--- src/rtl/rv32i_load_store_unit_if.sv ---
// Word-wide memory bus between the RV32I load/store unit (master) and memory (slave).
interface rv32i_load_store_unit_if;
    logic        bus_req;
    logic        bus_we;
    logic [31:0] bus_addr;
    logic [31:0] bus_wdata;
    logic [3:0]  bus_be;
    logic        bus_ready;
    logic [31:0] bus_rdata;

    modport master (
        output bus_req, bus_we, bus_addr, bus_wdata, bus_be,
        input  bus_ready, bus_rdata
    );

    modport slave (
        input  bus_req, bus_we, bus_addr, bus_wdata, bus_be,
        output bus_ready, bus_rdata
    );
endinterface

--- src/rtl/rv32i_load_store_unit.sv ---
// RV32I load/store unit: IDLE/ACCESS/DONE sequencer driving a word bus with byte lanes.
// Define LSU_MISALIGN_TRAP_EN to trap misaligned H/W accesses instead of forcing alignment.
module rv32i_load_store_unit (
    input  logic        sys_clk,
    input  logic        sys_reset,
    input  logic        memload_flag,
    input  logic        memstore_flag,
    input  logic [2:0]  func3,
    input  logic [31:0] memory_address,
    input  logic [31:0] to_memory,
    output logic [31:0] from_memory,
    output logic        stall,
    output logic        misalign,
    rv32i_load_store_unit_if.master bus
);

    localparam int unsigned XLEN = 32;
    localparam int unsigned BE_W = 4;

    typedef enum logic [1:0] {ST_IDLE, ST_ACCESS, ST_DONE} state_e;
    typedef enum logic [1:0] {SZ_BYTE, SZ_HALF, SZ_WORD} size_e;

    state_e            state_q;
    size_e             size_q;
    logic              uns_q;
    logic [1:0]        lo_q;
    logic              we_q;
    logic [BE_W-1:0]   be_q;
    logic [XLEN-1:0]   addr_q;
    logic [XLEN-1:0]   wdata_q;
    logic [XLEN-1:0]   from_memory_q;

    size_e             size_c;
    logic              uns_c;
    logic              req_c;
    logic [BE_W-1:0]   be_c;
    logic [XLEN-1:0]   wdata_c;
    logic [7:0]        byte_c;
    logic [15:0]       half_c;
    logic [XLEN-1:0]   load_c;

    // funct3 decode; reserved codes fall through to word
    always_comb begin
        size_c = SZ_WORD;
        uns_c  = 1'b0;
        case (func3)
            3'b000: size_c = SZ_BYTE;
            3'b001: size_c = SZ_HALF;
            3'b100: begin size_c = SZ_BYTE; uns_c = 1'b1; end
            3'b101: begin size_c = SZ_HALF; uns_c = 1'b1; end
            default: ;
        endcase
    end

    assign req_c = memload_flag | memstore_flag;

    // Store lane placement; loads always read the full word
    always_comb begin
        be_c    = '1;
        wdata_c = to_memory;
        if (memstore_flag) begin
            case (size_c)
                SZ_BYTE: begin
                    be_c    = BE_W'(4'b0001 << memory_address[1:0]);
                    wdata_c = {4{to_memory[7:0]}};
                end
                SZ_HALF: begin
                    be_c    = memory_address[1] ? 4'b1100 : 4'b0011;
                    wdata_c = {2{to_memory[15:0]}};
                end
                default: ;
            endcase
        end
    end

`ifdef LSU_MISALIGN_TRAP_EN
    logic misalign_c;
    logic misalign_q;

    assign misalign_c = ((size_c == SZ_HALF) && memory_address[0]) ||
                        ((size_c == SZ_WORD) && (memory_address[1:0] != 2'b00));
    assign misalign   = misalign_q;
`else
    assign misalign   = 1'b0;
`endif

    // Lane select and extension of the returned word
    always_comb begin
        case (lo_q)
            2'd0:    byte_c = bus.bus_rdata[7:0];
            2'd1:    byte_c = bus.bus_rdata[15:8];
            2'd2:    byte_c = bus.bus_rdata[23:16];
            default: byte_c = bus.bus_rdata[31:24];
        endcase
        half_c = lo_q[1] ? bus.bus_rdata[31:16] : bus.bus_rdata[15:0];
        case (size_q)
            SZ_BYTE: load_c = {{24{~uns_q & byte_c[7]}}, byte_c};
            SZ_HALF: load_c = {{16{~uns_q & half_c[15]}}, half_c};
            default: load_c = bus.bus_rdata;
        endcase
    end

    always_ff @(posedge sys_clk or posedge sys_reset) begin
        if (sys_reset) begin
            state_q       <= ST_IDLE;
            size_q        <= SZ_WORD;
            uns_q         <= 1'b0;
            lo_q          <= 2'b00;
            we_q          <= 1'b0;
            be_q          <= '0;
            addr_q        <= '0;
            wdata_q       <= '0;
            from_memory_q <= '0;
`ifdef LSU_MISALIGN_TRAP_EN
            misalign_q    <= 1'b0;
`endif
        end else begin
            case (state_q)
                ST_IDLE: begin
                    if (req_c) begin
                        size_q  <= size_c;
                        uns_q   <= uns_c;
                        lo_q    <= memory_address[1:0];
                        we_q    <= memstore_flag;
                        be_q    <= be_c;
                        addr_q  <= {memory_address[XLEN-1:2], 2'b00};
                        wdata_q <= wdata_c;
`ifdef LSU_MISALIGN_TRAP_EN
                        if (misalign_c) begin
                            state_q    <= ST_DONE;
                            misalign_q <= 1'b1;
                        end else begin
                            state_q    <= ST_ACCESS;
                        end
`else
                        state_q <= ST_ACCESS;
`endif
                    end
                end
                ST_ACCESS: begin
                    if (bus.bus_ready) begin
                        state_q <= ST_DONE;
                        if (!we_q) from_memory_q <= load_c;
                    end
                end
                ST_DONE: begin
                    state_q <= ST_IDLE;
`ifdef LSU_MISALIGN_TRAP_EN
                    misalign_q <= 1'b0;
`endif
                end
                default: state_q <= ST_IDLE;
            endcase
        end
    end

    // Stall is combinational so the core freezes in the request cycle itself
    assign stall = ~sys_reset &
                   ((state_q == ST_ACCESS) | ((state_q == ST_IDLE) & req_c));

    assign from_memory   = from_memory_q;
    assign bus.bus_req   = (state_q == ST_ACCESS);
    assign bus.bus_we    = we_q;
    assign bus.bus_addr  = addr_q;
    assign bus.bus_be    = be_q;
    assign bus.bus_wdata = wdata_q;

endmodule

--- src/flat_wrapper.sv ---
// flat-port wrapper written by rule: the top's interface ports become plain ports
module rv32i_load_store_unit_flat 
  (sys_clk, sys_reset, memload_flag, memstore_flag, func3, memory_address, to_memory, from_memory, stall, misalign, bus_bus_req, bus_bus_we, bus_bus_addr, bus_bus_wdata, bus_bus_be, bus_bus_ready, bus_bus_rdata);
  rv32i_load_store_unit_if bus_i ();
  input  logic sys_clk;
  input  logic sys_reset;
  input  logic memload_flag;
  input  logic memstore_flag;
  input  logic [2:0] func3;
  input  logic [31:0] memory_address;
  input  logic [31:0] to_memory;
  output logic [31:0] from_memory;
  output logic stall;
  output logic misalign;
  output wire logic [$bits(bus_i.bus_req)-1:0] bus_bus_req;
  output wire logic [$bits(bus_i.bus_we)-1:0] bus_bus_we;
  output wire logic [$bits(bus_i.bus_addr)-1:0] bus_bus_addr;
  output wire logic [$bits(bus_i.bus_wdata)-1:0] bus_bus_wdata;
  output wire logic [$bits(bus_i.bus_be)-1:0] bus_bus_be;
  input wire logic [$bits(bus_i.bus_ready)-1:0] bus_bus_ready;
  input wire logic [$bits(bus_i.bus_rdata)-1:0] bus_bus_rdata;
  assign bus_bus_req = bus_i.bus_req;
  assign bus_bus_we = bus_i.bus_we;
  assign bus_bus_addr = bus_i.bus_addr;
  assign bus_bus_wdata = bus_i.bus_wdata;
  assign bus_bus_be = bus_i.bus_be;
  assign bus_i.bus_ready = bus_bus_ready;
  assign bus_i.bus_rdata = bus_bus_rdata;
  rv32i_load_store_unit u_core (.sys_clk(sys_clk), .sys_reset(sys_reset), .memload_flag(memload_flag), .memstore_flag(memstore_flag), .func3(func3), .memory_address(memory_address), .to_memory(to_memory), .from_memory(from_memory), .stall(stall), .misalign(misalign), .bus(bus_i));
endmodule
--- config.mk ---
export PLATFORM = sky130hd
export DESIGN_NAME = rv32i_load_store_unit_flat
export DESIGN_NICKNAME = d
export VERILOG_FILES = /design/src/rtl/rv32i_load_store_unit_if.sv /design/src/rtl/rv32i_load_store_unit.sv /design/src/flat_wrapper.sv
export SDC_FILE = /design/constraint.sdc
export NUM_CORES = 1
export LEC_CHECK = 0
export ABC_AREA = 1
export BUFFER_PORTS_ARGS = -buffer_cell sky130_fd_sc_hd__buf_2
export CAP_MARGIN = 0
export CORE_ASPECT_RATIO = 0.8
export CORE_MARGIN = 1
export CORE_UTILIZATION = 44
export DETAILED_ROUTE_END_ITERATION = 16
export GPL_ROUTABILITY_DRIVEN = 0
export PLACE_DENSITY = 0.83
export SYNTH_ARGS = -nofsm -noshare
export SYNTH_HDL_FRONTEND = slang
export SYNTH_SLANG_ARGS = --single-unit
export TNS_END_PERCENT = 50
--- constraint.sdc ---
create_clock -name sys_clk -period 2.87 [get_ports sys_clk]
set_input_delay 0.1435 -clock sys_clk [delete_from_list [all_inputs] [get_ports sys_clk]]
set_output_delay 0.1435 -clock sys_clk [all_outputs]
set_load 0.05 [all_outputs]
==> results of run 1 <==
-- timing repair --
action | in CTS | in global routing
hold buffers | 9 | 1
setup endpoints to repair | 0 | 0
endpoints found under the hold margin | 16 | 1
-- through the flow --
step                      worst slack [ps]  hold slack [ps]
after floorplan                       1070              250
after global placement                 978              103
after detailed placement               897              105
after CTS                              876           0.0704
after global routing                   702             10.1
final                                  880             2.22
-- registers in the layout (all words and copies together), names as in the netlist --
| signal | flops |
|---|---|
| u_core.bus.bus_wdata | 32 |
| u_core.from_memory | 32 |
| u_core.bus.bus_addr | 30 |
| u_core.bus.bus_be | 4 |
| u_core.lo_q | 2 |
| u_core.size_q | 2 |
| u_core.state_q | 2 |
| u_core.bus.bus_we | 1 |
| u_core.uns_q | 1 |
-- how the worst max path moves through the flow --
stage / end / slack [ps] / cells past startpoint
final: u_core.bus.bus_wdata[21]$_DFFE_PP0P_ / 880 / 7
after global routing: u_core.bus.bus_wdata[21]$_DFFE_PP0P_ / 700 / 7
after CTS: u_core.bus.bus_wdata[21]$_DFFE_PP0P_ / 880 / 7
after detailed placement: u_core.bus.bus_wdata[21]$_DFFE_PP0P_ / 900 / 7
after global placement: u_core.bus.bus_wdata[21]$_DFFE_PP0P_ / 980 / 7
after floorplan: stall / 1070 / 6
-- final cells by class --
type,count,share of cell area
clock buffer,11,0.0388
sequential,106,0.407
multi-input combinational,426,0.305
clock inverter,5,0.00692
inverter,60,0.0352
tap,144,0.0277
timing repair buffer,220,0.179
-- kinds of logic (layout without fill, tap and decap cells) --
family / count (synthesis) / in the layout / share of synthesized area
AND/OR/NAND/NOR: 314 / 314 / 0.268
AO/OA/AOI/OAI: 109 / 109 / 0.120
flip-flops: 106 / 106 / 0.522
buffers and inverters: 94 / 296 / 0.0882
other: 1 / 3 / 0.000738
-- critical path, cell delays in order (launching register included) --
cell and delay, ps:
dfrtp_1 420, inv_2 70, nand2_1 80, nor2_4 100
buf_4 490, nand2_2 390, o22ai_1 230, a21oi_1 70
-- synthesized netlist by cell type, types with 2 or more instances --
cell / n
clkbuf_1: 4
nor2_4: 3
nand2_2: 4
buf_4: 8
a21oi_1: 48
nand2_1: 225
buf_6: 6
inv_1: 55
or2_1: 5
o22ai_1: 16
o211ai_1: 15
inv_2: 5
nand3_4: 2
dfrtp_1: 105
buf_2: 16
nand3_2: 5
nand3_1: 37
nor2_2: 2
o21ai_0: 27
or2_2: 12
nor2_1: 19
-- power groups by stage --
stage	clock network, mW	registers, mW	logic (mW)
after CTS	1.25	2.74	5.33
after global routing	1.33	2.84	5.73
after global placement	0	2.74	5.23
after detailed placement	0	2.74	5.32
after floorplan	0	4.95	1.98
final	1.23	2.74	5.31
-- per-layer routing --
| layer | up-vias | global-route usage | wire [um] |
|---|---|---|---|
| met3 | 27 | 0.0619 | 1180 |
| met2 | 212 | 0.365 | 6210 |
| met4 | 0 | 0.0769 | 297 |
| li1 | 2387 | - | - |
| met1 | 2188 | 0.330 | 6160 |
| met5 | - | 0 | 0 |
==> reports/metrics.yaml, run 1 <==
antenna_found_initial: 0
final_area_sq_mm: 0.00651
p_leak_nw: 3.61
wl_per_cell_um: 14.2
ys_seq_area_frac: 0.522
cp-startpoint: "u_core.state_q[1]$_DFFE_PP0P_"
synth_cells: 624
dr.pass1.iters: 6
p_total_mw: 9.28
viasPerCell: 4.95
rows: 34
r2r_setup_slack_ps: 880
seq_power_share: 0.295
cts_tree: "done"
ys_ff_latch: 106
path_class: "reg2reg"
finalMaxSlewViolations: 0
netSwitchingPower_mw: 5.15
nets: 927
wl_um: 13800
grt_pass1_vias: 4721
cp-end-kind: "flop"
clkTransAtPathRegs_ps: 80
grt_overflow: 0
drt_iter0_markers: 354
cts_buffer_depth: 2
synthFlopType: "dfrtp_1"
coreArea_sq_mm: 0.0111
drive_above_1_share: 0.316
worst-r2r-cell-count: 7
tightest_slew_ps: 688
finClkSkew_ps: 10.6
grt_pass1_wl_um: 22700
vias: 4814
crit-reg2reg-capture: "u_core.bus.bus_wdata[21]$_DFFE_PP0P_"
finalSetupViolCount: 0
placed_area_sq_mm: 0.00612
critPathRequiredTime_ps: 3070
hold_violations: 0
fin_cells: 972
grt_setup_unrepaired: "no"
final.setup.tns_ps: 0
post-cts-setup-buffers: 0
die_y_um: 98.1
synth_edf_count: 0
slew-limit-headroom: 0.541
grt_max_degree: 57
hold_end: "u_core.bus.bus_addr[13]$_DFFE_PP0P_"
vdd_drop_max_uv: 720
synthTopCellsByArea: "dfrtp_1 (52%), nand2_1 (17%), a21oi_1 (4.7%), inv_1 (4.1%), nand3_1 (3.6%)"
die-area_sq_mm: 0.0120
register_area_sq_mm: 0.00265
cts_resized: 0
dp_hpwl_um: 9970
cp_max_fo: 56
syn-cell-area_sq_mm: 0.00508
switching_share: 0.555
combPwrFrac: 0.572
multi_input_area_sq_mm: 0.00199
die_w_um: 122
synth_top_area_frac: 0.517
fin_util: 0.589
numCtsBuffers: 9
fin_crit_sh: 0.693
status: "completed"
fillerInstances: 1060
clkPwrFrac: 0.132
io_buffers: 204
final_cell_mix: "nand2_1 (225), buf_2 (204), dfrtp_1 (105)"
powerDensity_mw_per_mm2: 1420
drc: 0
ioPinCount: 208
drv_cap: 0
critPathLaunchType: "flop"
p_int_mw: 4.13
cts_htree_levels: 3
r2r-start: "u_core.state_q[1]$_DFFE_PP0P_"
start_util: 0.459
yosysTopAreaCell: "dfrtp_1"
area_growth_pct: 28.2
yosys_warnings: 0
max_freq_mhz: 502
holdCritStartpoint: "memory_address[13]"
cts_root_buffer: "clkbuf_16"
min_path_cells: 3
synth_area_per_cell_sq_um: 8.14
arrival_ps: 2190
dp.cells: 946
fin_crit_ps: 1990
layout_commonest_cell: "nand2_1"
antenna_cells: 0
hold_class: "in2reg"
yosysUniqueCellTypes: 26
clock_latency_ps: 340
grtUsageTotal: 0.239
synthArstFlopShare: 1.00
clock_sinks: 106
detail-route-antenna-nets: 0
(Power assumes the default switching activity.)
==> run 2: changes to the inputs <==
Clock period 2.87 ns to 1.8 ns, I/O delays scaled along.
==> run 2 against run 1 <==
Effect of this change:
- via count grew 3.4%
- clock skew shrank 4.6 ps
- combinational power grew 66%
- non-clock buffer count grew 35
- worst setup slack lost 710 ps
- global-route usage grew 0.89 points
- critical path type is now reg2out
- largest cell class unchanged
- highest routed layer unchanged
==> reports/metrics.yaml, run 2 (synthesis gave the netlist of run 1 again) <==
multi_input_area_sq_mm: 0.00199  # unchanged
rows: 34  # unchanged
status: "completed"
clock_sinks: 106  # unchanged
switching_share: 0.545  # -0.0104
arrival_ps: 1540  # -650 ps
cp-end-kind: "output pin"
final_cell_mix: "nand2_1 (225), buf_2 (203), dfrtp_1 (105)"
grt_pass1_wl_um: 23200  # +2.3%
antenna_found_initial: 0  # unchanged
register_area_sq_mm: 0.00265  # unchanged
drv_cap: 0  # unchanged
critPathSlowestCell: "dfrtp_1"
crit_buf_inv: 3  # +1
final.setup.tns_ps: 0  # unchanged
antenna_cells: 0  # unchanged
cp_max_fo: 6  # -89%
critPathLaunchType: "flop"
numCtsBuffers: 9  # unchanged
detail-route-antenna-nets: 0  # unchanged
vdd_drop_max_uv: 1100  # +53%
die_y_um: 98.1  # unchanged
wl_um: 14300  # +3.1%
wl_per_cell_um: 14.2  # -0.50%
cp_top_family: "buffers and inverters"
max_freq_mhz: 614
drt_iter0_markers: 324  # -8.5%
start_util: 0.459  # unchanged
path_class: "reg2out"
p_int_mw: 6.85  # +66%
grt_overflow: 0  # unchanged
p_leak_nw: 3.76  # +4.3%
critPathRequiredTime_ps: 1710  # -1360 ps
grt_setup_unrepaired: "no"
fin_crit_sh: 0.905
critPathMaxStageDelay_ps: 420  # -70 ps
finalMaxSlewViolations: 0  # unchanged
dp_hpwl_um: 10200  # +2.2%
powerDensity_mw_per_mm2: 2190  # +54%
cts_root_buffer: "clkbuf_16"
area_growth_pct: 35.4
clkTransAtPathRegs_ps: 70  # about the same
clock_latency_ps: 330  # about the same
vias: 4978  # +3.4%
hold_class: "in2reg"
fin_crit_ps: 1630
ioPinCount: 208  # unchanged
coreArea_sq_mm: 0.0111  # unchanged
crit_chain: "inv_2 -> nand2_1 -> nor2_4 -> inv_2 -> a21oi_1 -> clkbuf_4"
hold_violations: 0  # unchanged
grt_pass1_vias: 4799  # +1.7%
cts_buffer_depth: 2  # unchanged
seq_power_share: 0.282  # -0.013
cts_tree: "done"
drive_above_1_share: 0.312  # -0.00472
grt_max_degree: 65  # +14%
nets: 962  # +3.8%
die-area_sq_mm: 0.0120  # unchanged
crit_top_cell: "inv_2"
cts_htree_levels: 3  # unchanged
combPwrFrac: 0.585  # +0.013
layout_commonest_cell: "nand2_1"
viasPerCell: 4.94  # -0.19%
fin_util: 0.622  # +0.0329
grtUsageTotal: 0.248  # +0.00887
finClkSkew_ps: 5.95  # -4.62 ps
netSwitchingPower_mw: 8.20  # +59%
die_w_um: 122  # unchanged
fillerInstances: 946  # -11%
dr.pass1.iters: 5  # -1
io_buffers: 204  # unchanged
clkPwrFrac: 0.134  # +0.002
drc: 0  # unchanged
finalSetupViolCount: 0  # unchanged
-- run 2: changes by cell type in the layout (fill, tap and decap cells not counted) --
cell	previous run	this run
buf_4	6	12
inv_6	2	1
buf_12	0	1
clkinv_4	1	0
bufinv_16	0	1
inv_8	1	0
clkinvlp_4	2	4
clkbuf_4	0	1
buf_2	204	203
dlygate4sd3_1	10	38
-- run 2: metrics by stage --
stage               cells  setup slack [ps]  cell area (sq um)  hold slack [ps]  power, mW
floorplan             626              55.4               5090              196       11.1
detailed placement    952               212               6170              105       13.0
global route         1007              40.4               6880             14.0       16.0
finish               1007               172               6880             6.48       15.1
CTS                  1006              3.53               6870            0.309       15.1
global placement      952               249               6170              103       12.9
-- run 2: area by class of cell --
type,instances,area share
Inverter,60,0.0333
Tap cell,144,0.0262
Sequential cell,106,0.386
Multi-Input combinational cell,426,0.289
Timing Repair Buffer,255,0.220
Clock buffer,11,0.0367
Clock inverter,5,0.00891
-- run 2: final timing paths --
path	cells after the start	endpoint	from	slack, ps
min in group asynchronous	3	u_core.bus.bus_addr[5]$_DFFE_PP0P_	sys_reset	310
setup reg to reg	6	u_core.from_memory[19]$_DFFE_PP0P_	u_core.size_q[0]$_DFFE_PP0P_	260
setup / recovery	6	stall	u_core.state_q[1]$_DFFE_PP0P_	170
max in group asynchronous	4	u_core.size_q[1]$_DFFE_PP1P_	sys_reset	820
hold reg to reg	2	u_core.bus.bus_addr[15]$_DFFE_PP0P_	u_core.bus.bus_addr[15]$_DFFE_PP0P_	470
hold / removal	3	u_core.bus.bus_wdata[24]$_DFFE_PP0P_	to_memory[24]	6
-- run 2: routing by layer --
layer / track usage / vias up / wire length [um]
met4: 0.0947 / 0 / 407
met3: 0.0654 / 36 / 1140
met1: 0.330 / 2261 / 6330
met5: 0 / - / 0
li1: - / 2450 / -
met2: 0.385 / 231 / 6390
-- run 2: power groups by stage --
stage                     combinational, mW  clock, mW  sequential, mW
final                                  8.80       2.01            4.24
after CTS                              8.78       2.06            4.24
after global placement                 8.62          0            4.24
after global routing                   9.48       2.16            4.38
after detailed placement               8.72          0            4.25
after floorplan                        3.16          0            7.90
-- run 2: tightest hold or removal path, delay by kind of cell --
kind	cells	cell delay, ps
simple gates	2	140
buf+inv	1	80
-- run 2: what timing repair did --
action                     in CTS  in global routing
hold buffers                   38                  0
gates resized for setup         0                  1
hold endpoints to repair       51                  0
buffers inserted                0                  1
setup endpoints to repair       0                  1
